### config.mk
export PLATFORM = sky130hd
export DESIGN_NAME = alu_console
export DESIGN_NICKNAME = d
export VERILOG_FILES = /design/src/rtl/alu_console_pkg.sv /design/src/rtl/alu_console_seg_scan.sv /design/src/rtl/alu_console.sv
export SDC_FILE = /design/constraint.sdc
export NUM_CORES = 1
export LEC_CHECK = 0
export CAP_MARGIN = 20
export CORE_ASPECT_RATIO = 0.75
export CORE_MARGIN = 4
export CORE_UTILIZATION = 45
export CTS_CLUSTER_DIAMETER = 80
export DETAILED_ROUTE_END_ITERATION = 16
export PLACE_DENSITY_LB_ADDON = 0.05
export SLEW_MARGIN = 20
export SYNTH_ARGS = -nofsm -noshare
export SYNTH_HDL_FRONTEND = slang
export SYNTH_SLANG_ARGS = --single-unit
export TNS_END_PERCENT = 100
### constraint.sdc
create_clock -name clk -period 6.8 [get_ports clk]
set_input_delay 1.36 -clock clk [delete_from_list [all_inputs] [get_ports clk]]
set_output_delay 1.36 -clock clk [all_outputs]
set_load 0.05 [all_outputs]
### src/rtl/alu_console_pkg.sv
// alu_console_pkg: opcodes, flag bit positions and the hex glyph table
package alu_console_pkg;

    typedef enum logic [3:0] {
        OP_ADD  = 4'd0,
        OP_SUB  = 4'd1,
        OP_AND  = 4'd2,
        OP_OR   = 4'd3,
        OP_XOR  = 4'd4,
        OP_NOR  = 4'd5,
        OP_SLL  = 4'd6,
        OP_SRL  = 4'd7,
        OP_SRA  = 4'd8,
        OP_SLT  = 4'd9,
        OP_SLTU = 4'd10
    } op_e;

    localparam int ZF = 3;
    localparam int CF = 2;
    localparam int OF = 1;
    localparam int SF = 0;

    // Active-low {dp,g,f,e,d,c,b,a}, glyph for nibble n lives at bits [8n+7:8n]
    localparam logic [127:0] GLYPHS = {
        8'h8E, 8'h86, 8'hA1, 8'hC6, 8'h83, 8'h88, 8'h90, 8'h80,
        8'hF8, 8'h82, 8'h92, 8'h99, 8'hB0, 8'hA4, 8'hF9, 8'hC0
    };

    function automatic logic [7:0] hex7(input logic [3:0] n);
        return GLYPHS[n*8 +: 8];
    endfunction

endpackage

### src/rtl/alu_console_seg_scan.sv
// seg_scan: time-multiplexed hex display driver with registered glyph output
module seg_scan
    import alu_console_pkg::*;
#(
    parameter int DIGITS = 8,
    parameter int SCAN_DIV = 50000,
    localparam int DW = (DIGITS > 1) ? $clog2(DIGITS) : 1,
    localparam int CW = $clog2(SCAN_DIV)
)(
    input  logic                  clk,
    input  logic                  rst_n,
    input  logic [4*DIGITS-1:0]   value,
    output logic [7:0]            seg,
    output logic [DW-1:0]         which
);

    logic [CW-1:0] cnt_q, cnt_d;
    logic [DW-1:0] which_q, which_d;
    logic [7:0]    seg_q, seg_d;
    logic          wrap;

    // Dwell counter advances the digit; glyph is looked up for the digit selected after this edge
    always_comb begin
        wrap    = cnt_q == CW'(SCAN_DIV - 1);
        cnt_d   = wrap ? '0 : cnt_q + CW'(1);
        which_d = !wrap ? which_q : (which_q == DW'(DIGITS - 1)) ? '0 : which_q + DW'(1);
        seg_d   = hex7(value[{which_d, 2'b00} +: 4]);
    end

    // Scan state and glyph register
    always_ff @(posedge clk or negedge rst_n) begin
        if (!rst_n) begin
            cnt_q   <= '0;
            which_q <= '0;
            seg_q   <= 8'hC0;
        end else begin
            cnt_q   <= cnt_d;
            which_q <= which_d;
            seg_q   <= seg_d;
        end
    end

    assign seg   = seg_q;
    assign which = which_q;

endmodule

### src/rtl/alu_console.sv
// alu_console: button-strobed ALU with registered result/flags and hex display
module alu_console
    import alu_console_pkg::*;
#(
    parameter int WIDTH = 32,
    parameter int SCAN_DIV = 50000,
    localparam int DIGITS = WIDTH / 4,
    localparam int DW = (DIGITS > 1) ? $clog2(DIGITS) : 1
)(
    input  logic             clk,
    input  logic             rst_n,
    input  logic [WIDTH-1:0] sw,
    input  logic             ld_a,
    input  logic             ld_b,
    input  logic             ld_f,
    output logic [3:0]       FR,
    output logic [7:0]       seg,
    output logic [DW-1:0]    which
);

    localparam int SHW = $clog2(WIDTH);

    logic [2:0]       sa_q, sa_d, sb_q, sb_d, sf_q, sf_d;
    logic             stb_a, stb_b, stb_f;
    logic [WIDTH-1:0] a_q, a_d, b_q, b_d, f_q, f_d, res;
    logic [3:0]       op_q, op_d, fr_q, fr_d, fr_c;
    logic [WIDTH:0]   sum, diff;
    logic [SHW-1:0]   shamt;
    logic             of_add, of_sub;

    // Two-stage synchronisers plus a third stage for rising-edge detection; strobes update the registers
    always_comb begin
        sa_d  = {sa_q[1:0], ld_a};
        sb_d  = {sb_q[1:0], ld_b};
        sf_d  = {sf_q[1:0], ld_f};
        stb_a = sa_q[1] & ~sa_q[2];
        stb_b = sb_q[1] & ~sb_q[2];
        stb_f = sf_q[1] & ~sf_q[2];
        a_d   = stb_a ? sw : a_q;
        b_d   = stb_b ? sw : b_q;
        op_d  = stb_f ? sw[3:0] : op_q;
        f_d   = stb_f ? res : f_q;
        fr_d  = stb_f ? fr_c : fr_q;
    end

    // ALU on the pre-edge operands; reserved opcodes fall out as F=0 giving flags 1000
    always_comb begin
        sum    = {1'b0, a_q} + {1'b0, b_q};
        diff   = {1'b0, a_q} - {1'b0, b_q};
        shamt  = b_q[SHW-1:0];
        of_add = (a_q[WIDTH-1] == b_q[WIDTH-1]) && (sum[WIDTH-1] != a_q[WIDTH-1]);
        of_sub = (a_q[WIDTH-1] != b_q[WIDTH-1]) && (diff[WIDTH-1] != a_q[WIDTH-1]);
        res    = '0;
        case (op_d)
            OP_ADD:  res = sum[WIDTH-1:0];
            OP_SUB:  res = diff[WIDTH-1:0];
            OP_AND:  res = a_q & b_q;
            OP_OR:   res = a_q | b_q;
            OP_XOR:  res = a_q ^ b_q;
            OP_NOR:  res = ~(a_q | b_q);
            OP_SLL:  res = a_q << shamt;
            OP_SRL:  res = a_q >> shamt;
            OP_SRA:  res = $signed(a_q) >>> shamt;
            OP_SLT:  res = WIDTH'($signed(a_q) < $signed(b_q));
            OP_SLTU: res = WIDTH'(a_q < b_q);
            default: res = '0;
        endcase
        fr_c     = '0;
        fr_c[ZF] = res == '0;
        fr_c[SF] = res[WIDTH-1];
        fr_c[CF] = (op_d == OP_ADD) ? sum[WIDTH] : (op_d == OP_SUB) ? diff[WIDTH] : 1'b0;
        fr_c[OF] = (op_d == OP_ADD) ? of_add : (op_d == OP_SUB) ? of_sub : 1'b0;
    end

    // Synchroniser chains, operands, opcode, result and flags
    always_ff @(posedge clk or negedge rst_n) begin
        if (!rst_n) begin
            sa_q <= '0;
            sb_q <= '0;
            sf_q <= '0;
            a_q  <= '0;
            b_q  <= '0;
            op_q <= '0;
            f_q  <= '0;
            fr_q <= '0;
        end else begin
            sa_q <= sa_d;
            sb_q <= sb_d;
            sf_q <= sf_d;
            a_q  <= a_d;
            b_q  <= b_d;
            op_q <= op_d;
            f_q  <= f_d;
            fr_q <= fr_d;
        end
    end

    assign FR = fr_q;

    // Fed the next-state result so the glyph is valid on the same edge F updates
    seg_scan #(.DIGITS(DIGITS), .SCAN_DIV(SCAN_DIV)) u_scan (
        .clk   (clk),
        .rst_n (rst_n),
        .value (f_d),
        .seg   (seg),
        .which (which)
    );

endmodule

* Word-level counts from Yosys, hierarchy flattened
Index checks and enable logic that the tools add are counted.
** Operators by class
- Add/subtract/negate cells :: 4
- $mul :: 0
- Divide/modulo/power cells :: 0
- Magnitude comparators :: 2
- Equal/unequal tests :: 16
- Shift operators :: 5
- Multiplexer cells :: 10
- Bitwise gates (word level) :: 10
- Reductions and logical operators :: 4
** Operators with widths (count)
- one-hot mux 32 bit (11 select lines) :: 1
- variable part select 128 x 8 -> 8 bit, first input constant :: 1
- less-than comparator 32 bit :: 2
- adder 32 x 32 -> 33 bit :: 1
- subtractor 32 x 32 -> 33 bit :: 1
- AND 32 bit :: 1
- logical NOT 32 bit :: 1
- two-way mux 32 bit :: 1
- NOT 32 bit :: 1
- OR 32 bit :: 1
- variable part select 32 x 6 -> 4 bit :: 1
- left shift 32 x 5 -> 32 bit :: 1
- right shift 32 x 5 -> 32 bit :: 1
- >>> shifter 32 x 5 -> 32 bit :: 1
- bitwise XOR 32 bit :: 1
- adder 16 x 1 -> 16 bit, second input constant :: 1
- equality test 16 bit, second input constant :: 1
- equality test 4 x 3 -> 1 bit, second input constant :: 4
- two-way mux 16 bit :: 1
- equality test 4 bit, second input constant :: 3
- equality test 4 x 2 -> 1 bit, second input constant :: 2
- two-way mux 3 bit :: 2
- equality test 4 x 1 -> 1 bit, second input constant :: 1
- logical NOT 4 bit :: 1
- other kinds (9) :: 19
** Storage, ports and cells
- Register bits after elaboration :: 140
- Bits in latches :: 0
- Memory bits (writable) :: 0
- Memory bits (read-only) :: 0
- Output and inout bits :: 15
- Word-level logic and storage cells :: 62
- Memories kept :: 0

* Depth between registers and ports, before layout
- Depth after elaboration :: 8
- Gate-level depth with buffers :: 22
- Gate-level depth less buffers :: 19

* Cells and area by module
From an unflattened synthesis, not the netlist that was laid out.
** Second synthesis, totals
- Cell total of the unflattened synthesis :: 2039
- Area, all modules :: 16040.4 um2
** By module, submodules not included
- alu_console :: instances 1, cells each 1850, area each 14157.3 um2, seq. area each 2827.7 um2
- seg_scan :: instances 1, cells each 189, area each 1883.1 um2, seq. area each 651.9 um2

* Worst setup path before layout
No wires, ideal clock.
- Path kind :: reg-to-reg
- Start :: register b_q[3]
- End :: register u_scan.seg_q[1] (netlist: u_scan.seg[1])
- Library setup time :: 0.086 ns
- Arrival :: 5.016 ns
- Required time :: 6.714 ns
- Setup slack :: 1.698 ns
- Stages on the path, launching flop included :: 23
- Buffers on the path :: 5
- Cells stage by stage :: dfrtp_1 > clkinv_1 > buf_2 > buf_1 > clkbuf_1 > buf_2 > ha_1 > buf_2 > a21oi_1 > a21o_1 > o211ai_1 > a41oi_1 > o21ai_0 > a2111oi_1 > a211oi_2 > a2111oi_2 > nor4_2 > a21oi_2 > inv_1 > ha_1 > inv_1 > mux2_4 > o22ai_2
** Between the ends
- Longest elaborated chain between the ends :: 6
- Elaborated cells on any way between the ends :: 15
- Those cells by class :: add/sub (2); order compare (2); shift (5); mux (2); bitwise (4)
** Ends and longest elaborated chain
- start, declared :: RTL line alu_console.sv:25 : logic [WIDTH-1:0] a_q, a_d, b_q, b_d, f_q, f_d, res;
- start signal, assigned :: RTL line alu_console.sv:82 : b_q <= '0;
- start signal, assigned :: RTL line alu_console.sv:91 : b_q <= b_d;
- branches (longest 2 deep; another with subtractor 32 x 32 -> 33 bit)
- one-hot mux 32 bit (11 select lines) * :: RTL line alu_console.sv:54 : case (op_d)
- two-way mux 32 bit * :: RTL line alu_console.sv:42 : f_d = stb_f ? res : f_q;
- variable part select 32 x 6 -> 4 bit * :: RTL line alu_console_seg_scan.sv:27 : seg_d = hex7(value[{which_d, 2'b00} +: 4]);
- variable part select 128 x 8 -> 8 bit * :: RTL line alu_console_pkg.sv:30 : return GLYPHS[n*8 +: 8];
- named net u_scan.seg_d[1] :: RTL line alu_console_seg_scan.sv:19 : logic [7:0] seg_q, seg_d;
- end signal, assigned :: RTL line alu_console_seg_scan.sv:39 : seg_q <= seg_d;
- end, declared :: RTL line alu_console_seg_scan.sv:19
Mark *: on every way through the listed nets, which the timed path passes.
A chain may end at the register's enable or synchronous reset.

* Final worst setup path
- Start :: register b_q[0]
- End :: register u_scan.seg_q[1] (netlist: u_scan.seg[1])
Same word-level chain as after synthesis.

==> flow_summary_export.csv <==
group,metric,value,unit
synth,synthMostInstantiatedCell,"nand2_1",
floorplan,io_pins,52,
drt,viasPerCell,7.12,
drt,finalWirelength,76400,um
place,gp_congestion,1.04,
grt,grt_antenna_before_repair,3,
clocking,cts_tree,"built",
finish,design_area,17600,um2
synth,synthCells,1987,
timing,fin_crit_sh,86.5,%
floorplan,fp.dieH,172,um
drt,dr.first_iter.drc_count,2920,
floorplan,start_util,46.1,%
place,portBuffers,50,
setup_path,worstSetupStartpointType,"flip-flop",
grt,grt_overflow,0,
grt,track_usage,38.6,%
drt,wire_per_inst,31.2,um
floorplan,die_w,227,um
timing,hold_viol_final,0,
clocking,cts_buffers,17,
grt,grt_pass1_vias,16200,
setup_path,critPathKind,"flip-flop to flip-flop",
synth,syn-num-nets,2132,
min_path,hold_path.class,"flip-flop to flip-flop",
status,status,"finished, final reports clean",
timing,fin_skew,0.0200,ns
power_and_ir_drop,pwr_density_cell,278,nW/um2
power_and_ir_drop,worst_ir_drop_vdd,0.000178,V
clocking,cts_num_sinks,139,
grt,grt_use_met2,52.8,%
setup_path,crit_fanout,29,
setup_path,cp.arrival,6.25,ns
drt,vias,17400,
synth,synth_area_per_cell,8.14,um2
floorplan,fp-row-count,59,
synth,synth_cell_type_count,113,
timing,drv_slew,0,
timing,slew_headroom,26.7,%
synth,synth-seq-area-share,21.5,%
grt,grt_max_degree,67,
clocking,cts_setup_buffers,0,
grt,met1_usage,57.6,%
place,placed_area,17100,um2
synth,synthFlopType,"dfrtp_1",
setup_path,critPathRequiredTime,7.17,ns
clocking,hold_buffers,0,
timing,max_freq,0.170,GHz
grt,use_met3,12.5,%
finish,drive_gt1_share,12.5,%
finish,n_fill_cell,3427,
grt,grt_pass1_wl,112000,um
timing,tns,0,ns
place,dp_hpwl,59000,um
synth,synthTopCellsByArea,"dfrtp_1 21%, ha_1 8.2%, mux4_2 7.9%, nand2_1 5.1%, nor2_1 4.5%",
finish,nets,2122,
timing,period_minus_slack,5.88,ns
clocking,cts_max_level,4,
floorplan,core-area,35100,um2
job,max-cap-violations,0,
finish,areaGrowthSynthToFinish,8.94,%
setup_path,crit_path_max_incr_delay,0.82,ns
clocking,clockBufferDepth,2,
timing,rsz0062_at_grt,"no",
synth,synth_area,16200,um2
clocking,clk_pin_slew,0.07,ns
setup_path,r2r_slack,0.92,ns
setup_path,worstPathCellList,"ha_1 -> fa_1 -> nand3_1 -> a21o_1 -> o211ai_1 -> a41oi_1 -> o21ai_0 -> a2111oi_1 -> a211oi_2 -> a2111oi_2 -> nor4_2 -> a21oi_2 -> inv_1 -> ha_1 -> inv_1 -> mux2_4 -> o22ai_2",
synth,synth_edf_count,0,
floorplan,dieArea,39100,um2
grt,top_usage_layer,"met1",
clocking,root_buffer,"clkbuf_16",
drt,route.detailed.drc,0,
setup_path,cp_slowest_cell,"a41oi_1",
timing,setup_viol_count_final,0,
synth,synthTopCellsByCount,"219 x nand2_1, 194 x nor2_1, 138 x dfrtp_1, 131 x o21ai_0, 112 x inv_1",
power_and_ir_drop,leakage,7.27,nW
synth,ys_warn_count,0,
synth,synthArstFlopShare,100,%
timing,worst_pin_slew,1.09,ns
clocking,clk_latency,0.46,ns
setup_path,end_kind,"flip-flop",
drt,antenna_left,0,
synth,synth.top_cell.area_share,21.3,%
clocking,cts_resized,0,
synth,ys_ff_latch,139,
drt,dr.pass1.iters,8,
synth,synth_area_leader_cell,"dfrtp_1",
## placed cells by master, fill, tap and decap left out, types with 18 or more instances in the layout
master           netlist  final
o21ai_0              131    131
o31ai_1               19     19
clkdlybuf4s50_1        0     49
nand2_1              219    219
nand3_1               54     54
inv_1                112    112
a221oi_1              22     22
nand4_1               23     23
o22ai_1               18     18
a211oi_1              27     27
nor2_1               194    192
mux2_2                20     20
a21o_1                26     26
a21oi_1              109    109
o211ai_1              27     27
nor3_1                47     47
ha_1                 106    106
mux2i_1               63     63
dfrtp_1              138    134
nor2b_1               21     19
mux4_2                57     57
buf_4                  7     55
## kinds of logic after synthesis
family | synth area share, %
flip-flops | 21.5
AND/OR/NAND/NOR | 20.7
other | 0.0232
multiplexers | 14.2
AO/OA/AOI/OAI | 26.9
XOR/XNOR | 1.14
buffers and inverters | 7.05
adder cells (fa/ha/maj) | 8.45
## registers in the layout, indices dropped and copies added (netlist names), 4 cells and up
name          cells
u_scan.cnt_q     16
f_q              32
a_q              32
op_q              4
FR                4
b_q              32
u_scan.seg        7
## layer usage
metal | up-vias | wire (um)
met2 | 1309 | 29800
met4 | 4 | 2850
li1 | 7407 | -
met1 | 8519 | 32900
met3 | 194 | 10800
met5 | - | 23
## per-stage QoR
| stage | setup slack, ns | util, % | power, W | cells | hold slack [ns] |
|---|---|---|---|---|---|
| after floorplan | 1.70 | - | 0.00285 | 1987 | 0.331 |
| after global placement | 0.740 | 48.6 | 0.00381 | 2415 | 0.332 |
| after detailed placement | 0.621 | 48.6 | 0.00382 | 2415 | 0.335 |
| after CTS | 1.08 | 50.3 | 0.00478 | 2447 | 0.351 |
| after global routing | 0.646 | 50.3 | 0.00508 | 2447 | 0.370 |
| final | 0.918 | 50.3 | 0.00490 | 2448 | 0.349 |
## critical path, delay by kind of cell, from the launching register on
kind	cells	cell delay, ns
AOI/OAI and AO/OA	9	3.31
adders and majority gates	3	1.07
buffers and inverters	2	0.22
DFF	1	0.67
muxes	1	0.27
and+or+nand+nor	2	0.25
## where the power goes
part | switching [W] | total (W) | internal (W)
Combinational | 0.00187 | 0.00283 | 0.000952
Sequential | 0.000170 | 0.00113 | 0.000961
Clock | 0.000429 | 0.000945 | 0.000517
## final timing paths
path                                            to                from  cells after the start
max                        u_scan.seg[1]$_DFF_PN0_  b_q[0]$_DFFE_PN0P_                     17
min                              sb_q[1]$_DFF_PN0_   sb_q[0]$_DFF_PN0_                      0
max reg2reg                u_scan.seg[1]$_DFF_PN0_  b_q[0]$_DFFE_PN0P_                     17
min reg2reg                      sb_q[1]$_DFF_PN0_   sb_q[0]$_DFF_PN0_                      0
max in group asynchronous       b_q[0]$_DFFE_PN0P_               rst_n                      2
min in group asynchronous      b_q[14]$_DFFE_PN0P_               rst_n                      1
## area by class of cell
type / count / area, um2 / share of cell area [%]
inverters: 122 / 465 / 2.64
clock inverters: 12 / 115 / 0.653
clock buffers: 20 / 447 / 2.53
flip-flops and latches: 139 / 3490 / 19.8
repair buffers: 107 / 955 / 5.42
multi-input cells: 1590 / 11600 / 65.7
diodes: 1 / 2.50 / 0.0142
well taps: 457 / 572 / 3.24
(Power assumes the default switching activity.)
